--- src/rtl/mem_arbiter.sv ---
// Multi-channel memory arbiter: grants one requesting master at a time to a single memory port.
// Define MEM_ARB_FIXED_PRIORITY_EN for fixed priority (lowest channel wins); default is round-robin.
`timescale 1ns/1ps

module mem_arbiter #(
  parameter int CHANNELS = 2,
  parameter int AWIDTH   = 22,
  parameter int DWIDTH   = 36,
  parameter int TIMEOUT  = 64
) (
  input  logic                         clk,
  input  logic                         reset,
  input  logic [CHANNELS*AWIDTH-1:0]   m_addr,
  input  logic [CHANNELS*DWIDTH-1:0]   m_write_data,
  input  logic [CHANNELS-1:0]          m_read,
  input  logic [CHANNELS-1:0]          m_write,
  output logic [CHANNELS-1:0]          m_read_ack,
  output logic [CHANNELS-1:0]          m_write_ack,
  output logic [CHANNELS-1:0]          m_nxm,
  output logic [DWIDTH-1:0]            m_read_data,
  output logic [AWIDTH-1:0]            mem_addr,
  output logic [DWIDTH-1:0]            mem_write_data,
  output logic                         mem_read,
  output logic                         mem_write,
  input  logic [DWIDTH-1:0]            mem_read_data,
  input  logic                         mem_read_ack,
  input  logic                         mem_write_ack,
  output logic [1:0]                   dbg_state
);

  localparam int IW = (CHANNELS > 1) ? $clog2(CHANNELS) : 1;
  localparam int CW = (TIMEOUT > 1) ? $clog2(TIMEOUT) : 1;
  localparam logic [CW-1:0] WAIT_LAST = CW'(TIMEOUT - 1);

  typedef enum logic [1:0] {
    IDLE    = 2'd0,
    BUSY    = 2'd1,
    RELEASE = 2'd2
  } state_t;

  // Handshake: a master holds m_read/m_write (level) until it sees its one-cycle
  // ack; downstream, mem_read/mem_write stay high until the matching mem ack.
  state_t                state_q;
  logic [CHANNELS-1:0]   gnt_oh_q;
  logic                  op_write_q;
  logic [CW-1:0]         wait_q;
  logic [AWIDTH-1:0]     addr_q;
  logic [DWIDTH-1:0]     wdata_q;
  logic                  rd_q;
  logic                  wr_q;
  logic [CHANNELS-1:0]   rack_q;
  logic [CHANNELS-1:0]   wack_q;
  logic [CHANNELS-1:0]   nxm_q;
  logic [DWIDTH-1:0]     rdata_q;
`ifndef MEM_ARB_FIXED_PRIORITY_EN
  logic [IW-1:0]         last_q;
  logic [IW-1:0]         pick_hi;
  logic                  found_hi;
`endif

  logic [CHANNELS-1:0]   req;
  logic [IW-1:0]         pick_lo;
  logic                  found_lo;
  logic [IW-1:0]         next_grant;
  logic [CHANNELS-1:0]   next_oh;
  logic [AWIDTH-1:0]     sel_addr;
  logic [DWIDTH-1:0]     sel_wdata;
  logic                  sel_write;
  logic                  ack_match;

  assign req = m_read | m_write;

  // Round-robin: first requester above the last grant, otherwise the lowest requester.
  always_comb begin
    pick_lo  = '0;
    found_lo = 1'b0;
`ifndef MEM_ARB_FIXED_PRIORITY_EN
    pick_hi  = '0;
    found_hi = 1'b0;
`endif
    for (int i = 0; i < CHANNELS; i++) begin
      if (req[i] && !found_lo) begin
        pick_lo  = IW'(i);
        found_lo = 1'b1;
      end
`ifndef MEM_ARB_FIXED_PRIORITY_EN
      if (req[i] && !found_hi && (IW'(i) > last_q)) begin
        pick_hi  = IW'(i);
        found_hi = 1'b1;
      end
`endif
    end
`ifdef MEM_ARB_FIXED_PRIORITY_EN
    next_grant = pick_lo;
`else
    next_grant = found_hi ? pick_hi : pick_lo;
`endif
  end

  always_comb begin
    next_oh   = '0;
    sel_addr  = '0;
    sel_wdata = '0;
    for (int i = 0; i < CHANNELS; i++) begin
      if (IW'(i) == next_grant) begin
        next_oh[i] = |req;
        sel_addr   = m_addr[i*AWIDTH +: AWIDTH];
        sel_wdata  = m_write_data[i*DWIDTH +: DWIDTH];
      end
    end
  end

  // A channel raising both strobes is treated as a write.
  assign sel_write = |(m_write & next_oh);
  assign ack_match = op_write_q ? mem_write_ack : mem_read_ack;

  always_ff @(posedge clk) begin
    if (reset) begin
      state_q    <= IDLE;
      gnt_oh_q   <= '0;
      op_write_q <= 1'b0;
      wait_q     <= '0;
      addr_q     <= '0;
      wdata_q    <= '0;
      rd_q       <= 1'b0;
      wr_q       <= 1'b0;
      rack_q     <= '0;
      wack_q     <= '0;
      nxm_q      <= '0;
      rdata_q    <= '0;
`ifndef MEM_ARB_FIXED_PRIORITY_EN
      last_q     <= IW'(CHANNELS - 1);
`endif
    end else begin
      rack_q <= '0;
      wack_q <= '0;
      nxm_q  <= '0;
      case (state_q)
        IDLE: begin
          rdata_q <= '0;
          if (|req) begin
            gnt_oh_q   <= next_oh;
            op_write_q <= sel_write;
            addr_q     <= sel_addr;
            wdata_q    <= sel_wdata;
            rd_q       <= !sel_write;
            wr_q       <= sel_write;
            wait_q     <= '0;
            state_q    <= BUSY;
`ifndef MEM_ARB_FIXED_PRIORITY_EN
            last_q     <= next_grant;
`endif
          end
        end
        BUSY: begin
          if (ack_match) begin
            rdata_q <= op_write_q ? '0 : mem_read_data;
            rd_q    <= 1'b0;
            wr_q    <= 1'b0;
            rack_q  <= op_write_q ? '0 : gnt_oh_q;
            wack_q  <= op_write_q ? gnt_oh_q : '0;
            state_q <= RELEASE;
          end else if (wait_q == WAIT_LAST) begin
            // No memory answered: complete the cycle flagged as non-existent memory.
            rdata_q <= '0;
            rd_q    <= 1'b0;
            wr_q    <= 1'b0;
            rack_q  <= op_write_q ? '0 : gnt_oh_q;
            wack_q  <= op_write_q ? gnt_oh_q : '0;
            nxm_q   <= gnt_oh_q;
            state_q <= RELEASE;
          end else begin
            wait_q <= wait_q + 1'b1;
          end
        end
        RELEASE: state_q <= IDLE;
        default: state_q <= IDLE;
      endcase
    end
  end

  // Outputs read as zero while reset is held, even before the first clock edge.
  assign m_read_ack     = reset ? '0 : rack_q;
  assign m_write_ack    = reset ? '0 : wack_q;
  assign m_nxm          = reset ? '0 : nxm_q;
  assign m_read_data    = reset ? '0 : rdata_q;
  assign mem_addr       = reset ? '0 : addr_q;
  assign mem_write_data = reset ? '0 : wdata_q;
  assign mem_read       = reset ? 1'b0 : rd_q;
  assign mem_write      = reset ? 1'b0 : wr_q;
  assign dbg_state      = reset ? 2'b00 : state_q;

endmodule

--- config.mk ---
export PLATFORM = sky130hd
export DESIGN_NAME = mem_arbiter
export DESIGN_NICKNAME = d
export VERILOG_FILES = /design/src/rtl/mem_arbiter.sv
export SDC_FILE = /design/constraint.sdc
export NUM_CORES = 1
export LEC_CHECK = 0
export ABC_AREA = 0
export ABC_CLOCK_PERIOD_IN_PS = 1800
export CAP_MARGIN = 20
export CORE_AREA = 2 2 106 149
export CTS_BUF_LIST = sky130_fd_sc_hd__clkbuf_16
export DETAILED_ROUTE_END_ITERATION = 12
export DIE_AREA = 0 0 108 151
export GPL_ROUTABILITY_DRIVEN = 0
export PLACE_DENSITY = 0.76
export SYNTH_ARGS = -nofsm -noshare
export SYNTH_HDL_FRONTEND = slang
export SYNTH_SLANG_ARGS = --single-unit
--- constraint.sdc ---
create_clock -name clk -period 1.8 [get_ports clk]
set_clock_uncertainty 0.2 [all_clocks]
set_input_delay 0.18 -clock clk [delete_from_list [all_inputs] [get_ports clk]]
set_output_delay 0.18 -clock clk [all_outputs]
set_load 0.01 [all_outputs]
Word level (Yosys, flattened, before mapping)
Index checks and enable logic that the tools add are counted.
Word-level totals
  input bits: 160
  register bits: 114
  word-level logic and storage cells: 88
Cells by class
  bitwise gates (word level): 4
  reduce and logical (&&, ||, !) cells: 18
  $add $sub $neg: 1
  muxes and demuxes: 44
  equal/unequal tests: 6
  $lt $le $gt $ge: 2
Operators with widths (number)
  $mux W36: 6
  $pmux W36 S2: 1
  $mux W22: 2
  $mux W2: 13
  $mux W6: 3
  $mux W1: 15
  $pmux W6 S2: 1
  $add A6 B1 Y6 const B: 1
  $eq A6 B6 Y1 const B: 1
  $ne A2 B2 Y1 const B: 3
  $reduce_and A2 Y1: 3
  $reduce_or A2 Y1: 3
  $logic_and A1 B1 Y1: 4
  $pmux W1 S2: 2
  $pmux W2 S2: 1
  $reduce_and A4 Y1: 1
  $reduce_or A4 Y1: 1
  $logic_not A1 Y1: 3
  $ne A3 B3 Y1 const B: 1
  $reduce_and A3 Y1: 1
  $and A2 B2 Y2: 1
  $eq A2 B1 Y1 const B: 1
  $gt A1 B1 Y1 const A: 2
  $logic_not A2 Y1: 1
  other kinds (3): 4

Longest topological paths before layout
Gate-level depths: netlist of the first run.
  word-level depth: 14
  depth in mapped cells: 6

Worst setup path after synthesis of the first run
No wires, ideal clock.
  path kind: reg2reg
  start point: register wait_q[0]
  end point: register wait_q[1]
  stages on the path, launching flop included: 6
  setup slack: 0.073 ns
  data required time: 1.528 ns
  buffers on the path: 0
  arrival time: 1.455 ns
  cells stage by stage: dfxtp_1 ha_1 and4_1 a211o_2 nand2_1 mux2i_1
Between the ends
  cells in the longest elaborated chain, start to end: 4
Ends and longest elaborated chain
  start, declared: line 46  | logic [CW-1:0] wait_q;
  start signal, assigned: line 173  | wait_q <= wait_q + 1'b1;
  $add A6 B1 Y6: line 173
  $mux W6: line 163  | end else if (wait_q == WAIT_LAST) begin
  $mux W6: line 156  | if (ack_match) begin
  $pmux W6 S2: line 138  | case (state_q)
Several ways; a longest one is shown, not always the timed one. The select of a mux whose other input is x is not followed.
A chain may end at the register's enable or synchronous reset.

Worst setup path in the final report of the first run
  start point: input m_read[1]
  end point: register wdata_q[35]
Between the ends
  cells in the longest elaborated chain, start to end: 6
Ends and longest elaborated chain
  start, declared: line 15  | input logic [CHANNELS-1:0] m_read,
  $or A2 B2 Y2 (*): line 71  | assign req = m_read | m_write;
  $logic_and A1 B1 Y1 (2 in series): line 87  | if (req[i] && !found_hi && (IW'(i) > last_q)) begin
  $mux W1: line 87
  $mux W1: line 96  | next_grant = found_hi ? pick_hi : pick_lo;
  $mux W36: line 105  | if (IW'(i) == next_grant) begin
  end signal, assigned: line 145  | wdata_q <= sel_wdata;
  end, declared: line 48  | logic [DWIDTH-1:0] wdata_q;
Mark *: on every way between the ends. The rest lies on a longest branch, timed or not.

==> results of run 1 <==
[cell type report]
type                    instances  area, um2
fillers                      1308       5570
repair buffers                315       3260
multi-input cells             419       2840
flip-flops and latches        114       2290
clock buffers                  17        425
well taps                     192        240
clock inverters                15        160
inverters                      37        139
[critical path, delay by kind of cell]
kind,cells,cell delay (ns)
buffers and inverters,4,1.11
AOI/OAI and AO/OA,1,0.12
and+or+nand+nor,2,0.39
[worst paths after layout]
| kind | to |
|---|---|
| setup / recovery | wdata_q[35]$_SDFFE_PP0P_ |
| hold / removal | addr_q[2]$_SDFFE_PP0P_ |
| setup reg to reg | rdata_q[1]$_SDFFE_PP0P_ |
| hold reg to reg | wdata_q[0]$_SDFFE_PP0P_ |
[flip-flops by register name (all words and copies together), names as in the netlist, 2 cells and up]
register,cells
gnt_oh_q,2
nxm_q,2
wack_q,2
rack_q,2
rdata_q,36
addr_q,22
wdata_q,36
state_q,2
wait_q,6
[cell usage after synthesis (3+ instances only)]
library cell  count
o21ai_0           8
nor2b_1          70
mux2i_1          59
buf_2            11
nand2b_1         37
nand3_1           5
buf_1             6
nor2_1           61
a211oi_1         58
buf_6             5
nor3_1            3
clkbuf_1         22
a21oi_1           7
inv_1            37
o21ai_2          30
dfxtp_1         114
buf_4             4
nand2_1          45
[power groups by stage]
stage          registers [mW]  logic [mW]  clock network [mW]
6_report                 2.86        1.82                3.28
5_1_grt                  2.89        1.99                3.50
3_3_place_gp             2.91        1.81                   0
3_5_place_dp             2.91        1.84                   0
2_1_floorplan            2.89       0.951                   0
4_1_cts                  2.86        1.79                3.37
[cells by family (layout without fill, tap and decap cells)]
logic type / Yosys count / in the layout / synth area share (%)
muxes: 60 / 60 / 11.1
buffers and inverters: 85 / 384 / 7.06
DFF: 114 / 114 / 41.8
adders and majority gates: 1 / 1 / 0.229
and+or+nand+nor: 240 / 240 / 23.1
AOI/OAI and AO/OA: 118 / 118 / 16.7
[per-layer routing]
layer | up-vias | wire [um] | track usage, %
li1 | 2658 | - | -
met1 | 2280 | 6080 | 20.4
met3 | 18 | 1140 | 5.55
met4 | 0 | 295 | 6.60
met2 | 185 | 7870 | 31.7
met5 | - | 0 | 0
[what timing repair did]
item	in CTS	in global routing
resized for setup	49	64
pin swaps	1	2
buffers inserted	1	2
endpoints found under the hold margin	0	0
gates cloned	0	2
setup endpoints to repair	99	119
==> impl_metrics.ini, run 1 <==
[run_status]
status = complete, no violations

[global_route]
grt_max_degree = 62
grt_overflow = 0
grt_pass1_wl_um = 23400
grt_pass1_vias = 4934
antenna_found_initial = 0
grt_usage_pct = 18.0

[job]
drv_cap = 0

[floorplanning]
io-pin-count = 264
core_area_um2 = 14900
start_util_pct = 36.6
rows = 53
dieArea_um2 = 16300
fp.dieW_um = 108
die_h_um = 151

[placed_design]
placed_area_um2 = 8590
dp_cells = 1072
place_ws_ns = -0.374
io_buffers = 263
dp_hpwl_um = 11200

[clock_network]
clock_path_buffers = 2
cts_made_buffers = 17
insertion_delay_ns = 0.39
cts_tree = done
hold_buffers = 0
cts_root_buffer = clkbuf_16
htreeDepth = 4
cts_num_sinks = 114
clkTransAtPathRegs_ns = 0.06

[worst_setup_path]
criticalPathCategory = in2reg
worst-r2r-cell-count = 6
rrSetupSlack_ns = 0.09
critPathMaxStageDelay_ns = 0.55
path_max_fanout = 30
cp-end-kind = flop
crit_arrival_ns = 1.81
start_kind = input pin
slowest_stage = clkdlybuf4s50_1
crit_start = m_read[1]
required_ns = 1.87
worst_path_most_repeated_cell = buf_4
r2r-start = wait_q[1]$_SDFFE_PP0P_
cp_cell_sequence = clkdlybuf4s50_1, nor4_1, buf_4, nor3_4, buf_4, buf_6, a211oi_1

[logic_synthesis]
synth.area.top_cells = dfxtp_1, mux2i_1, nor2b_1
synth_edf_count = 0
ys_warn_count = 0
syn_nets = 779
ys_types = 43
synthCells = 618
yosysTopAreaCell = dfxtp_1
synthFlopType = dfxtp_1
synth.avg_cell_area_um2 = 8.83
synth-seq-cells = 114
async_flop_share_pct = 0
synth.yosys.seq_area_share_pct = 41.8
synth_top_area_share_pct = 41.8
syn-cell-area_um2 = 5460

[power_and_ir_drop]
p_sw_share_pct = 27.0
intPower_mw = 5.82
pwr-share-comb_pct = 22.9
total_power_mw = 7.96
p_sw_mw = 2.15
cellPowerDensity_nw_per_um2 = 851
p_seq_share_pct = 36.0
power.leakage_nw = 5.09
ir_drop_v = 0.000522
power.share.clock_pct = 41.2

[timing]
worst_hold_slack_ns = 0.0510
worst_slack_ns = 0.0588
timing.setup.tns_ns = 0
layout_min_cycle_time_ns = 1.74
slew_viol_final = 0
timing.fmax_mhz = 574
finalSetupViolations = 0
post-route-period-util_pct = 96.7
finalHoldViolCount = 0
tightest_slew_ns = 0.405
max_slew_margin_pct = 73.0

[drt]
remaining_drc_errors = 0
drtIter0Drc = 214
viasPerCell = 4.64
vias = 5141
wirelength_um = 15400
drtPass1Iterations = 4
post_drt_wl_per_cell_um = 13.9
ant_nets = 0

[final_layout]
layout_commonest_cell = clkdlybuf4s50_1
num_antenna_cells = 0
fin_util_pct = 62.7
final_area_um2 = 9350
drive_gt1_share_pct = 14.7
final_cell_mix = clkdlybuf4s50_1, dfxtp_1, nor2b_1
syn_to_final_growth_pct = 71.4
stdcell_count = 1109
final_nets = 1065

[worst_hold_path]
min_from = reset
hold_path_class = in2reg
min_path_cells = 2
Power figures use the tool's default switching activity.
==> run 2: changes to the inputs <==
Settings changed: SKIP_CTS_REPAIR_TIMING set to 1.
==> impl_metrics.ini, run 2 (same netlist as run 1, synthesis figures left out) <==
[run_status]
status = complete, no violations

[clock_network]
cts_num_sinks = 114
insertion_delay_ns = 0.39
cts_root_buffer = clkbuf_16
cts_tree = done
clkTransAtPathRegs_ns = 0.06
clock_path_buffers = 2
htreeDepth = 4
cts_made_buffers = 17

[timing]
max_slew_margin_pct = 71.9
tightest_slew_ns = 0.422
post-route-period-util_pct = 96.4
layout_min_cycle_time_ns = 1.74
slew_viol_final = 0
finalHoldViolCount = 0
finalSetupViolations = 0
timing.fmax_mhz = 576

[drt]
highest_layer = met4
ant_nets = 0
route.met3.wl_um = 1150
wl_met1_um = 6100
post_drt_wl_per_cell_um = 14.1
vias = 5156
viasPerCell = 4.65
wl_met2_um = 8070
wirelength_um = 15600
drtPass1Iterations = 4
remaining_drc_errors = 0
drtIter0Drc = 206

[global_route]
grt_overflow = 0
grt_pass1_wl_um = 23400
grt_max_degree = 62
grt_pass1_vias = 4932
antenna_found_initial = 0
grt_usage_pct = 18.0

[job]
drv_cap = 0

[worst_setup_path]
slowest_stage = clkdlybuf4s50_1
worst_path_most_repeated_cell = buf_4
cp_num_buf_inv = 4
cp-end-kind = flop
path_max_fanout = 30
r2r-end = wait_q[1]$_SDFFE_PP0P_
rrSetupSlack_ns = 0.09
worst-path-stages = 7
critPathMaxStageDelay_ns = 0.55
start_kind = input pin
cp_cell_sequence = clkdlybuf4s50_1, nor4_1, buf_4, nor3_4, buf_4, buf_6, a211oi_1
r2r-start = wait_q[0]$_SDFFE_PP0P_
critPathTopFamily = buffers and inverters
criticalPathCategory = in2reg
worst-r2r-cell-count = 5
required_ns = 1.87
crit_arrival_ns = 1.81

[worst_hold_path]
min_from = reset
hold_path_class = in2reg
holdPathEnd = addr_q[2]$_SDFFE_PP0P_
min_path_cells = 2

[placed_design]
dp_hpwl_um = 11200
io_buffers = 263

[final_layout]
fin_util_pct = 63.8
reg_top3 = rdata_q (36), wdata_q (36), addr_q (22)
drive_gt1_share_pct = 14.5
num_antenna_cells = 0
n_fill_cell = 1266
layout_commonest_cell = clkdlybuf4s50_1
final_nets = 1066
final_cell_mix = clkdlybuf4s50_1, dfxtp_1, dlymetal6s2s_1
syn_to_final_growth_pct = 74.4

[floorplanning]
core_area_um2 = 14900
rows = 53
die_h_um = 151
start_util_pct = 36.6
fp.dieW_um = 108
io-pin-count = 264
dieArea_um2 = 16300

[power_and_ir_drop]
ir_drop_v = 0.000523
power.leakage_nw = 5.68
total_power_mw = 8.02
cellPowerDensity_nw_per_um2 = 842
[run 2: cell types whose count changed in the layout (fill, tap and decap cells not counted), sizes merged]
| cell | delta |
|---|---|
| dlymetal6s2s | +47 |
| dlygate4sd2 | -47 |
| buf | +1 |
[run 2: power breakdown]
| group | switching, mW | leakage (nW) | total (mW) | internal (mW) |
|---|---|---|---|---|
| clock | 1.24 | 0.272 | 3.29 | 2.05 |
| combinational | 0.817 | 4.47 | 1.86 | 1.04 |
| sequential | 0.107 | 0.938 | 2.87 | 2.76 |
[run 2: how the worst max path moves through the flow]
stage	start	endpoint	slack (ns)
floorplan	wait_q[0]$_SDFFE_PP0P_	wait_q[1]$_SDFFE_PP0P_	0.07
global placement	m_read[1]	addr_q[2]$_SDFFE_PP0P_	-0.28
detailed placement	m_read[1]	wdata_q[2]$_SDFFE_PP0P_	-0.37
CTS	state_q[0]$_SDFFE_PP0P_	dbg_state[0]	-0.22
global route	m_read[1]	addr_q[17]$_SDFFE_PP0P_	-0.05
finish	m_read[1]	wdata_q[35]$_SDFFE_PP0P_	0.06
[run 2: final cells by class]
type | count | area [um2] | area share (%)
clock buffers | 17 | 425 | 4.47
inverters | 37 | 139 | 1.46
multi-input cells | 419 | 2830 | 29.7
well taps | 192 | 240 | 2.52
flip-flops and latches | 114 | 2280 | 24.0
repair buffers | 316 | 3440 | 36.2
clock inverters | 15 | 160 | 1.68
[run 2: metal layers]
layer	global-route usage [%]	vias up
met4	6.60	0
li1	-	2662
met2	31.7	184
met3	5.51	18
met1	20.4	2292
met5	0	-
[run 2: metrics by stage]
step	setup WS [ns]	instance area, um2	std cells	hold slack (ns)	TNS (ns)
after floorplan	0.0730	5460	618	0.0778	0
after global placement	-0.276	8590	1072	0.277	-20.15
after detailed placement	-0.374	8590	1072	0.282	-23.71
after CTS	-0.221	9170	1104	0.121	-4.01
after global routing	-0.0542	9520	1110	0.0917	-0.476
final	0.0647	9520	1110	0.0559	0
